File: config.mk
export PLATFORM = sky130hd
export DESIGN_NAME = ps2_rx
export DESIGN_NICKNAME = d
export VERILOG_FILES = /design/src/rtl/ps2_pkg.sv /design/src/rtl/ps2_filter.sv /design/src/rtl/ps2_rx.sv
export SDC_FILE = /design/constraint.sdc
export NUM_CORES = 1
export LEC_CHECK = 0
export ABC_AREA = 1
export CAP_MARGIN = 10
export CORE_MARGIN = 2
export CORE_UTILIZATION = 59
export DETAILED_ROUTE_END_ITERATION = 10
export PLACE_DENSITY = 0.79
export SYNTH_ARGS = -nofsm -noshare
export SYNTH_HDL_FRONTEND = slang
export SYNTH_HIERARCHICAL = 1
export SYNTH_SLANG_ARGS = --single-unit
File: constraint.sdc
create_clock -name clk -period 1.8 [get_ports clk]
set_input_delay 0.36 -clock clk [delete_from_list [all_inputs] [get_ports clk]]
set_output_delay 0.36 -clock clk [all_outputs]
set_load 0.01 [all_outputs]
File: src/rtl/ps2_pkg.sv
// Shared definitions for the PS/2 receive path: FSM states, default
// timing constants and the frame layout.
package ps2_pkg;

  typedef enum logic [1:0] {
    ST_IDLE   = 2'd0,
    ST_DATA   = 2'd1,
    ST_PARITY = 2'd2,
    ST_STOP   = 2'd3
  } ps2_state_e;

  localparam int FILTER_LEN_DEF     = 8;
  localparam int TIMEOUT_CYCLES_DEF = 20000;
  // start + 8 data + parity + stop
  localparam int FRAME_BITS         = 11;
  localparam int DATA_BITS          = FRAME_BITS - 3;

  // PS/2 uses odd parity across the data byte and the parity bit.
  function automatic logic odd_parity_ok(input logic [7:0] data, input logic par);
    return ^{data, par};
  endfunction

endpackage

File: src/rtl/ps2_filter.sv
// Two-flop synchronizer followed by a run-length filter for one PS/2 line.
// The output only moves after FILTER_LEN consecutive samples disagree with it.
module ps2_filter #(
  parameter int FILTER_LEN = 8
) (
  input  logic clk,
  input  logic reset,
  input  logic line_in,
  output logic line_out
);

  localparam int CW = $clog2(FILTER_LEN + 1);

  logic          sync1_q;
  logic          sync2_q;
  logic          filt_q;
  logic          filt_d;
  logic [CW-1:0] cnt_q;
  logic [CW-1:0] cnt_d;

  always_comb begin
    filt_d = filt_q;
    cnt_d  = '0;
    if (sync2_q != filt_q) begin
      if (cnt_q == CW'(FILTER_LEN - 1)) begin
        filt_d = sync2_q;
      end else begin
        cnt_d = cnt_q + CW'(1);
      end
    end
  end

  // Everything presets to 1 so an idle line never produces a spurious edge.
  always_ff @(posedge clk) begin
    if (!reset) begin
      sync1_q <= 1'b1;
      sync2_q <= 1'b1;
      filt_q  <= 1'b1;
      cnt_q   <= '0;
    end else begin
      sync1_q <= line_in;
      sync2_q <= sync1_q;
      filt_q  <= filt_d;
      cnt_q   <= cnt_d;
    end
  end

  assign line_out = filt_q;

endmodule

File: src/rtl/ps2_rx.sv
// Receive-only PS/2 device-to-host byte receiver: filtered clock edges drive
// a start/data/parity/stop FSM with a mid-frame inactivity timeout.
module ps2_rx
  import ps2_pkg::*;
#(
  parameter int FILTER_LEN     = FILTER_LEN_DEF,
  parameter int TIMEOUT_CYCLES = TIMEOUT_CYCLES_DEF
) (
  input  logic       clk,
  input  logic       reset,
  input  logic       ps2_clk,
  input  logic       ps2_data,
  output logic [7:0] rx_data,
  output logic       rx_valid,
  output logic       parity_err,
  output logic       frame_err
);

  localparam int TW = $clog2(TIMEOUT_CYCLES + 1);

  logic clk_f;
  logic dat_f;

  ps2_filter #(.FILTER_LEN(FILTER_LEN)) u_clk_filter (
    .clk      (clk),
    .reset    (reset),
    .line_in  (ps2_clk),
    .line_out (clk_f)
  );

  ps2_filter #(.FILTER_LEN(FILTER_LEN)) u_dat_filter (
    .clk      (clk),
    .reset    (reset),
    .line_in  (ps2_data),
    .line_out (dat_f)
  );

  logic          clk_prev_q;
  logic          fall_q;
  logic          edge_q;
  logic          bit_q;
  ps2_state_e    state_q, state_d;
  logic [2:0]    cnt_q, cnt_d;
  logic [7:0]    shift_q, shift_d;
  logic          par_q, par_d;
  logic [TW-1:0] to_q, to_d;
  logic [7:0]    rx_data_q, rx_data_d;
  logic          rx_valid_q, rx_valid_d;
  logic          perr_q, perr_d;
  logic          ferr_q, ferr_d;

  always_comb begin
    state_d    = state_q;
    cnt_d      = cnt_q;
    shift_d    = shift_q;
    par_d      = par_q;
    to_d       = to_q;
    rx_data_d  = rx_data_q;
    rx_valid_d = 1'b0;
    perr_d     = 1'b0;
    ferr_d     = 1'b0;

    if (fall_q) begin
      to_d = '0;
      case (state_q)
        ST_IDLE: begin
          if (!bit_q) begin
            state_d = ST_DATA;
            cnt_d   = '0;
          end
        end
        ST_DATA: begin
          shift_d = {bit_q, shift_q[7:1]};
          if (cnt_q == 3'(DATA_BITS - 1)) begin
            state_d = ST_PARITY;
          end else begin
            cnt_d = cnt_q + 3'd1;
          end
        end
        ST_PARITY: begin
          par_d   = bit_q;
          state_d = ST_STOP;
        end
        default: begin
          state_d = ST_IDLE;
          if (!bit_q) begin
            ferr_d = 1'b1;
          end else if (odd_parity_ok(shift_q, par_q)) begin
            rx_data_d  = shift_q;
            rx_valid_d = 1'b1;
          end else begin
            perr_d = 1'b1;
          end
        end
      endcase
    end else if (state_q != ST_IDLE) begin
      // Any filtered clock transition proves the device is still talking.
      if (edge_q) begin
        to_d = '0;
      end else if (to_q == TW'(TIMEOUT_CYCLES - 1)) begin
        to_d    = '0;
        ferr_d  = 1'b1;
        state_d = ST_IDLE;
      end else begin
        to_d = to_q + TW'(1);
      end
    end
  end

  always_ff @(posedge clk) begin
    if (!reset) begin
      clk_prev_q <= 1'b1;
      fall_q     <= 1'b0;
      edge_q     <= 1'b0;
      bit_q      <= 1'b1;
      state_q    <= ST_IDLE;
      cnt_q      <= '0;
      shift_q    <= '0;
      par_q      <= 1'b0;
      to_q       <= '0;
      rx_data_q  <= 8'h00;
      rx_valid_q <= 1'b0;
      perr_q     <= 1'b0;
      ferr_q     <= 1'b0;
    end else begin
      clk_prev_q <= clk_f;
      fall_q     <= clk_prev_q & ~clk_f;
      edge_q     <= clk_prev_q ^ clk_f;
      bit_q      <= dat_f;
      state_q    <= state_d;
      cnt_q      <= cnt_d;
      shift_q    <= shift_d;
      par_q      <= par_d;
      to_q       <= to_d;
      rx_data_q  <= rx_data_d;
      rx_valid_q <= rx_valid_d;
      perr_q     <= perr_d;
      ferr_q     <= ferr_d;
    end
  end

  assign rx_data    = rx_data_q;
  assign rx_valid   = rx_valid_q;
  assign parity_err = perr_q;
  assign frame_err  = ferr_q;

endmodule

==> metrics, run 1 <==
outcome=completed; die width=73.02 um; placed cell areas=2998 um^2; top-area cell type share of the netlist area=41.32%; PortBufs=14; vias per cell=5.033; Req. time, crit path=2.02 ns; CP max stage cell=dfxtp_1; layout cells sized above 1=18.18%; number of synthesized register bits=58; Syn Area/Cell=7.616 um^2; htree depth=3; CP Depth=8; die area=5331 um^2; TritonRoute pass-1 iters=4; CTS max path bufs=2; skew final=0.004798 ns; measured slew at the worst slew-check pin=0.4487 ns; Netlist cell types=37; crit end category=flip-flop; Filler cells=409; worst setup path category=reg -> reg; CP cell instances=inv_1 > ha_2 > nor2_1 > nand3b_1 > nor2_4 > nand2_1 > nor3_1 > nor3_1; Total GRT Usage=20.59%; Final Instance Area=3189 um^2; Starting Density=60.30%; gp weighted congestion=0.8135; total congestion overflow=0; Reg2Reg Depth=8; worst-path fanout max=5; Top delay family on crit path=simple AND/OR/NAND/NOR gates; Mapped Nets=383; Routed WL=4845 um; CTS tree=built; Non-Filler Instances=450; Critical Path AT=1.85 ns; Fmax=0.6156 GHz; Hold-fix buffers, CTS=0; Vias=2265; Layout area overhead=13.49%; Starting DRT DRC Count=114; TritonCTS Sinks=58; Hold WC Path Type=reg -> reg; area of the multi-input gates=1399 um^2; pwr dens=762.2 nW/um^2; Final HPWL DP=3561 um; synth warn=6; hold path depth=1; Die Height=73.02 um; Setup TNS=0 ns; Final Hold Fails=0; WHS=0.4242 ns; Post-route DRC=0; root buffer cell=clkbuf_8; largest stage delay on the critical path=0.39 ns; Final Setup Violations=0; WL per Instance=10.77 um; top cells by area, synth=dfxtp_1 41%, nand2_1 11%, inv_1 5.9%, ha_1 4.5%, nand3_1 4.5%; diode count=0; maximum vdd drop=0.0006196 V; Ports=15; ANT nets after route=0; Async S/R FF share, synth=0%; row count=25; prevailing post-synth register cell=dfxtp_1; total CTS buffers=9; initial antenna violation count=0; final net count=405; register area share after synthesis=41.32%; Post-synth EDFFs=0; Setup crit start kind=flip-flop; min cycle time layout=1.624 ns; area of the core=4661 um^2; flip-flop and latch area=1161 um^2; first-pass GRT wire length=8418 um; period utilization=90.24%; RSZ-0062 raised after global routing=no; # Post-CTS Setup Buffers=0; Design Power=0.002431 W; Clk Latency, worst-skew pair=0.34 ns; Max-slew headroom=70.01%; Synth Instances=369; Slew Limit Fails=0; number of buffers and inverters on the critical path=1; Clock Pin Slew Worst Setup and Hold Paths=0.06 ns; pin count of the biggest net entering global routing=27; cell taking the most area after synthesis=dfxtp_1; Leak=1.314 nW; mapped cell area=2810 um^2; max-cap viol count=0; most frequent CP cell=nor3_1; placed instance count=434; number of global-route vias before repair=1990
==> power by group <==
group | internal, W | switching (W)
combinational | 0.0000207 | 0.0000327
sequential | 0.00129 | 0.00000337
clock | 0.000608 | 0.000477
==> placed cells by master (no fill, tap or decap), types with 5 or more instances in the layout <==
cell	Yosys	routed
nand4_1	7	7
nand3_2	7	7
a21oi_1	20	20
nand2_2	7	7
nand3_1	25	25
ha_1	10	9
inv_2	8	7
o21ai_0	13	13
nor3_1	5	5
or2_2	6	6
nor2_2	8	7
dfxtp_1	58	58
nor2_1	30	30
clkbuf_8	0	12
clkdlybuf4s50_1	0	14
inv_1	44	44
nand2_1	80	80
==> flip-flops by register name, summed over array words and instances (netlist names) <==
register and cells:
u_dat_filter/cnt_q 4, state_q 2, parity_err 1, rx_valid 1, cnt_q 3, rx_data 8, bit_q 1, shift_q 8
u_clk_filter/line_out 1, u_dat_filter/sync2_q 1, u_dat_filter/line_out 1, u_dat_filter/sync1_q 1, u_clk_filter/cnt_q 4, u_clk_filter/sync1_q 1, par_q 1, frame_err 1
edge_q 1, to_q 15, fall_q 1, clk_prev_q 1, u_clk_filter/sync2_q 1
==> cells in the mapped netlist (all sizes together), types with 2 or more instances <==
cell    count
nand2      89
dfxtp      58
inv        54
nor2       41
nand3      33
a21oi      25
o21ai      13
ha         10
nor3        8
nand4       7
or2         7
buf         4
xor2        3
a31oi       2
clkbuf      2
clkinv      2
nand3b      2
nor3b       2
xnor2       2
==> cells by family (layout without fill, tap and decap cells) <==
| group | after synthesis | after routing | share of synthesized area, % |
|---|---|---|---|
| simple gates | 192 | 192 | 34.77 |
| fa+ha+maj | 10 | 10 | 4.452 |
| buf+inv | 62 | 89 | 9.172 |
| flops | 58 | 58 | 41.32 |
| compound gates | 42 | 42 | 8.727 |
| xor+xnor | 5 | 5 | 1.559 |
==> path summary, 6_finish.rpt <==
path	start	to	slack, ns
worst max-delay path	state_q[0]	to_q[13]	0.18
worst min-delay path	u_clk_filter/sync1_q	u_clk_filter/sync2_q	0.42
worst max register to register	state_q[0]	to_q[13]	0.18
worst min register to register	u_clk_filter/sync1_q	u_clk_filter/sync2_q	0.42
==> what timing repair did <==
action,4_1_cts,5_1_grt
endpoints found under the hold margin,0,0
setup endpoints to repair,0,1
gates resized for setup,0,3
==> area by class of cell <==
class,count,area share [%]
Multi-Input combinational cell,249,43.86
Timing Repair Buffer,17,5.100
Clock inverter,2,0.3138
Clock buffer,14,5.414
Tap cell,54,2.118
Inverter,56,6.787
Sequential cell,58,36.41
==> routing by layer <==
layer | part of all wire (%) | up-vias | routed length (um) | global-route usage [%]
met5 | 0 | - | 0 | 0
met1 | 52 | 1014 | 2503 | 27.33
met4 | 2.2 | 0 | 105 | 9.877
met3 | 3.2 | 9 | 154 | 7.044
li1 | - | 1217 | - | -
met2 | 43 | 25 | 2082 | 29.83
==> worst reg2reg max path, stage by stage (launching register included) <==
cell and delay (ns):
dfxtp_1 0.39, inv_1 0.09, ha_2 0.24, nor2_1 0.16, nand3b_1 0.18, nor2_4 0.17
nand2_1 0.09, nor3_1 0.14, nor3_1 0.07
==> metrics by stage <==
stage,utilization (%),setup WS [ns]
2_1_floorplan,-,0.2586
3_3_place_gp,64.32,0.1411
3_5_place_dp,64.32,0.1053
4_1_cts,68.24,0.1003
5_1_grt,68.43,0.002862
6_report,68.43,0.1756
No activity file was read; power rests on OpenSTA's default activity.
==> run 2, diff against run 1 <==
Settings changed: ABC_AREA 1 to 0, CORE_UTILIZATION 59 to 58, PLACE_DENSITY 0.79 to 0.78.
==> metrics, run 2 <==
cell taking the most area after synthesis=dfxtp_1; Design Power=0.002669 W (+9.8%); number of synthesized register bits=58 (unchanged); Leak=1.240 nW (-5.7%); Slew Limit Fails=0 (unchanged); final net count=331 (-18%); top-count cell post-synth=dfxtp_1; total CTS buffers=9 (unchanged); root buffer cell=clkbuf_8; row count=23 (-8.0%); Final Setup Violations=0 (unchanged); Syn Area/Cell=9.210 um^2 (+21%); Mapped Nets=288 (-25%); Starting DRT DRC Count=72 (-37%); number of global-route vias before repair=1861 (-6.5%); synth cell count leaders=58 x dfxtp_1, 40 x nand2_1, 26 x nor2_1; gp weighted congestion=0.7926 (-2.6%); Most flops, register=to_q; initial antenna violation count=0 (unchanged); Final Instance Area=3209 um^2 (+0.63%); Routed WL=5013 um (+3.5%); min cycle time layout=1.758 ns (+0.1341 ns); Post-synth EDFFs=0 (unchanged); total congestion overflow=0 (unchanged); PortBufs=14 (unchanged); Starting Density=61.76% (+1.5 points); RSZ-0062 raised after global routing=yes; area of the core=4086 um^2 (-12%); top cells by area, synth=dfxtp_1 46%, nand2_1 5.9%, xor2_1 5.2%, ha_1 5.0%, a21boi_0 4.2%; Final Util=78.54% (+10 points); Synth Instances=274 (-26%); TritonCTS Sinks=58 (unchanged); skew final=0.01119 ns (+0.006390 ns); first-pass GRT wire length=8369 um (-0.58%); Critical Path AT=2.03 ns (+0.18 ns); CTS max path bufs=2 (unchanged); worst setup path category=reg -> reg; Max-slew headroom=77.18% (+7.2 points); Vias=1981 (-13%); ANT nets after route=0 (unchanged); maximum vdd drop=0.0008065 V (+30%); Post-route DRC=0 (unchanged); register area share after synthesis=46.01% (+4.7 points); Clock Pin Slew Worst Setup and Hold Paths=0.06 ns (about the same); Non-Filler Instances=372 (-17%); Final Hold Fails=0 (unchanged); Clk Latency, worst-skew pair=0.34 ns (about the same); layout cells sized above 1=20.19% (+2.0 points); Async S/R FF share, synth=0% (unchanged); synth warn=6 (unchanged); placed cell areas=2860 um^2 (-4.6%); prevailing post-synth register cell=dfxtp_1; measured slew at the worst slew-check pin=0.3415 ns (-0.1073 ns); Total GRT Usage=21.70% (+1.1 points); Setup crit start kind=flip-flop; commonest non-fill, non-tap cells in the layout=56 x dfxtp_1, 40 x nand2_1, 25 x nor2_1, 25 x buf_4, 19 x nand3_1; outcome=completed; pwr dens=831.7 nW/um^2 (+9.1%); vias per cell=5.325 (+5.8%); Final HPWL DP=3255 um (-8.6%); Fmax=0.5687 GHz (-7.6%); die area=4895 um^2 (-8.2%); max-cap viol count=0 (unchanged); commonest non-fill, non-tap cell in the layout=dfxtp_1; Hold WC Path Type=reg -> reg; die width=69.97 um (-4.2%); TritonRoute pass-1 iters=4 (unchanged); diode count=0 (unchanged); placed instance count=350 (-19%); WL per Instance=13.48 um (+25%); period utilization=97.69% (+7.4 points); WHS=0.4109 ns (-0.01338 ns); max reg flops=15 (unchanged); CTS tree=built; Netlist cell types=36 (-2.7%); Layout area overhead=27.17%; Req. time, crit path=2.07 ns (+0.05 ns); Die Height=69.97 um (-4.2%); mapped cell area=2524 um^2 (-10%); pin count of the biggest net entering global routing=30 (+11%); Ports=15 (unchanged); worst-path fanout max=7 (+2); top-area cell type share of the netlist area=46.01% (+4.7 points); htree depth=3 (unchanged); crit end category=flip-flop; Hold-fix buffers, CTS=0 (unchanged)
## run 2: cell types whose count changed in the layout (fill, tap and decap cells not counted), moves of 8 or more
cell | previous run | this run
nand2_1 | 80 | 40
inv_1 | 44 | 8
buf_4 | 3 | 25
xor2_1 | 3 | 15
a21boi_0 | 0 | 13
o21ai_0 | 13 | 3
xnor2_1 | 2 | 10
a21oi_1 | 20 | 2
mux2i_1 | 0 | 9
## run 2: repair_timing
| action | 4_1_cts | 5_1_grt |
|---|---|---|
| pin swaps | 0 | 15 |
| setup buffers | 0 | 6 |
| endpoints found under the setup margin | 2 | 27 |
| resized for setup | 1 | 19 |
## run 2: logic make-up (layout without fill, tap and decap cells)
logic type	Yosys count	after routing	share of synthesized area, %
compound gates	25	25	7.239
buf+inv	19	67	3.124
xor+xnor	27	27	9.965
simple gates	126	126	25.14
mux	9	9	3.570
flops	58	58	46.01
fa+ha+maj	10	10	4.958
## run 2: final timing paths
kind	depth (start not counted)	slack, ns	startpoint	to
max	10	0.04	state_q[0]	to_q[12]
min	1	0.41	u_clk_filter/sync1_q	u_clk_filter/sync2_q
max reg2reg	10	0.04	state_q[0]	to_q[12]
min reg2reg	1	0.41	u_clk_filter/sync1_q	u_clk_filter/sync2_q
## run 2: area by class of cell
class                      count  area (um^2)
clock inverter                 5        77.57
sequential                    58         1164
timing repair buffer          41        359.1
fill                         291        877.1
multi-input combinational    197         1368
inverter                      10        37.54
tap                           50        62.56
clock buffer                  11        141.4
## run 2: stage by stage
stage | TNS (ns) | setup slack (ns)
floorplan | 0 | 0.003243
finish | 0 | 0.04156
global route | -0.2530 | -0.08075
global placement | 0 | 0.02492
detailed placement | -0.04286 | -0.02228
CTS | 0 | 0.01362
## run 2: metal layers
layer  wire (um)  up-vias  global-route usage (%)  share of wire, %
met5           0        -                       0                 0
met4         182        0                   7.051               3.6
met3         186       19                   8.802               3.7
met2        2506       45                   35.56                50
met1        2137      909                   25.93                43
li1            -     1008                       -                 -
## run 2: report_power, final
group / leakage, nW / switching [W] / internal (W)
sequential: 0.469 / 0.00000405 / 0.00129
clock: 0.109 / 0.000505 / 0.000812
combinational: 0.661 / 0.0000281 / 0.0000287
## run 2: worst max-delay path: stages, from the launching register on
cell and delay, ns:
dfxtp_2 0.33, inv_2 0.05, ha_4 0.15, buf_6 0.12
buf_4 0.13, nand4b_1 0.18, nor3_1 0.18, buf_4 0.17
nand3_1 0.09, xor2_1 0.16, nor2_1 0.12
==> run 3, diff against run 2 <==
Settings changed: CORE_ASPECT_RATIO set to 0.9.
==> metrics, run 3 (same netlist as run 2, synthesis figures left out) <==
commonest non-fill, non-tap cells in the layout=52 x dfxtp_1, 40 x nand2_1, 25 x nor2_1, 23 x buf_4, 19 x nand3_1; Final HPWL DP=3124 um (-4.0%); maximum vdd drop=0.0005986 V (-26%); pwr dens=846.2 nW/um^2 (+1.7%); commonest non-fill, non-tap cell in the layout=dfxtp_1; Req. time, crit path=2.02 ns (-0.05 ns); Post-route DRC=0 (unchanged); measured slew at the worst slew-check pin=0.3896 ns (+0.04817 ns); ANT nets after route=0 (unchanged); Leak=1.247 nW (+0.61%); clock power share=50.7% (+1.4 points); Filler cells=269 (-7.6%); Max-slew headroom=73.82% (-3.4 points); Starting Density=61.12% (-0.64 points); TritonRoute pass-1 iters=4 (unchanged); Worst R2R End=to_q[11]; Final Util=78.52% (about the same); Critical Path AT=2.00 ns (-0.03 ns); CTS max path bufs=2 (unchanged); Hold-fix buffers, CTS=0 (unchanged); first-pass GRT wire length=8066 um (-3.6%); pin count of the biggest net entering global routing=33 (+10%); outcome=completed; die width=73.53 um (+5.1%); worst-path fanout max=6 (-1); PortBufs=14 (unchanged); gp weighted congestion=0.7573 (-4.5%); Final Setup Violations=0 (unchanged); total CTS buffers=9 (unchanged); Worst setup endpoint=to_q[11]; RR Startpoint=state_q[1]; Routed WL=5038 um (+0.50%); Final Hold Fails=0 (unchanged); Starting DRT DRC Count=107 (+49%); Worst R2R Setup Slack=0.02 ns (-0.02 ns); max-cap viol count=0 (unchanged); P_sw=0.0005333 W (-0.66%); Comb power frac=2.1% (about the same); Ports=15 (unchanged); root buffer cell=clkbuf_8; die area=4896 um^2 (about the same); worst setup path category=reg -> reg; layout cells sized above 1=22.50% (+2.3 points); Total GRT Usage=21.91% (+0.21 points); Vias=1975 (-0.30%); Reg2Reg Depth=9 (-1); area of the core=4129 um^2 (+1.0%); switching part of the total=19.44% (-0.67 points); row count=22 (-4.3%); CTS tree=built; Setup crit start kind=flip-flop; final net count=329 (-0.60%); register share of total power=47.2% (-1.3 points); TritonCTS Sinks=58 (unchanged); total congestion overflow=0 (unchanged); max reg flops=15 (unchanged); htree depth=3 (unchanged); Fmax=0.5618 GHz (-1.2%); Int Pwr=0.002210 W (+3.6%); Worst Setup SP=state_q[1]; Hold WC Path Type=reg -> reg; Layout area overhead=28.46%; min cycle time layout=1.780 ns (+0.02145 ns); number of global-route vias before repair=1811 (-2.7%); WHS=0.4078 ns (-0.003101 ns); vias per cell=5.367 (+0.78%); diode count=0 (unchanged); Slew Limit Fails=0 (unchanged); Clk Latency, worst-skew pair=0.33 ns (about the same); period utilization=98.88% (+1.2 points); Clock Pin Slew Worst Setup and Hold Paths=0.06 ns (about the same); skew final=0.005658 ns (-0.005530 ns); WL per Instance=13.69 um (+1.6%); Die Height=66.58 um (-4.8%); crit end category=flip-flop; Most flops, register=to_q; initial antenna violation count=0 (unchanged)
## run 3: cell count changes in the layout (fill, tap and decap cells not counted), moves of 2 or more
cell,previous run,this run
dfxtp_1,56,52
dfxtp_2,2,6
buf_4,25,23
clkbuf_8,10,12
xnor2_1,10,8
xnor2_2,1,3
## run 3: timing repair
action | 4_1_cts | 5_1_grt
hold endpoints to repair | 0 | 0
endpoints found under the setup margin | 1 | 22
pin swaps | 0 | 14
buffers inserted | 0 | 7
gates resized for setup | 1 | 28
## run 3: per-stage QoR
stage	power, W	cell area, um^2	TNS [ns]	setup WS (ns)	std cells
2_1_floorplan	0.001355	2529	0	0.003243	274
3_3_place_gp	0.001380	2835	0	0.05748	345
3_5_place_dp	0.001382	2835	0	0.003883	345
4_1_cts	0.002769	3079	0	0.004319	361
5_1_grt	0.002823	3242	-0.1775	-0.05794	368
6_report	0.002743	3242	0	0.02011	368
## run 3: layout make-up
class                   instances  area, um^2  share of cell area [%]
multi-input cells             197        1390                   42.88
flip-flops and latches         58        1169                   36.05
repair buffers                 39       347.8                   10.73
clock buffers                  12       165.2                   5.095
clock inverters                 4       72.57                   2.239
well taps                      48       60.06                   1.853
inverters                      10       37.54                   1.158
## run 3: worst min path at each step
| stage | cells after the start | endpoint | start |
|---|---|---|---|
| final | 1 | u_clk_filter/sync2_q | u_clk_filter/sync1_q |
| after detailed placement | 1 | u_dat_filter/sync2_q | u_dat_filter/sync1_q |
| after global placement | 1 | u_clk_filter/sync2_q | u_clk_filter/sync1_q |
| after CTS | 1 | u_dat_filter/sync2_q | u_dat_filter/sync1_q |
| after global routing | 1 | u_dat_filter/sync2_q | u_dat_filter/sync1_q |
| after floorplan | 1 | u_clk_filter/sync2_q | u_clk_filter/sync1_q |
## run 3: layer usage
layer	global-route usage, %	part of all wire (%)	vias to the layer above	wire, um
li1	-	-	1002	-
met1	27.44	48	939	2394
met2	34.49	48	29	2410
met3	8.623	3.9	5	194
met4	7.045	0.77	0	39
met5	0	0	-	0
## run 3: critical path: stages (launching register included)
cell      delay [ns]
dfxtp_2         0.33
inv_2           0.05
ha_4            0.16
buf_8           0.13
nand4b_1        0.25
nor3_4          0.29
buf_4           0.16
nand3_2         0.07
xor2_1          0.16
nor2_1          0.07
## run 3: power groups by stage
| stage | combinational [W] | clock (W) | sequential, W |
|---|---|---|---|
| final | 0.0000576 | 0.00139 | 0.00130 |
| after global routing | 0.0000624 | 0.00146 | 0.00130 |
| after CTS | 0.0000575 | 0.00142 | 0.00130 |
| after detailed placement | 0.0000575 | 0 | 0.00132 |
| after global placement | 0.0000564 | 0 | 0.00132 |
| after floorplan | 0.0000308 | 0 | 0.00132 |
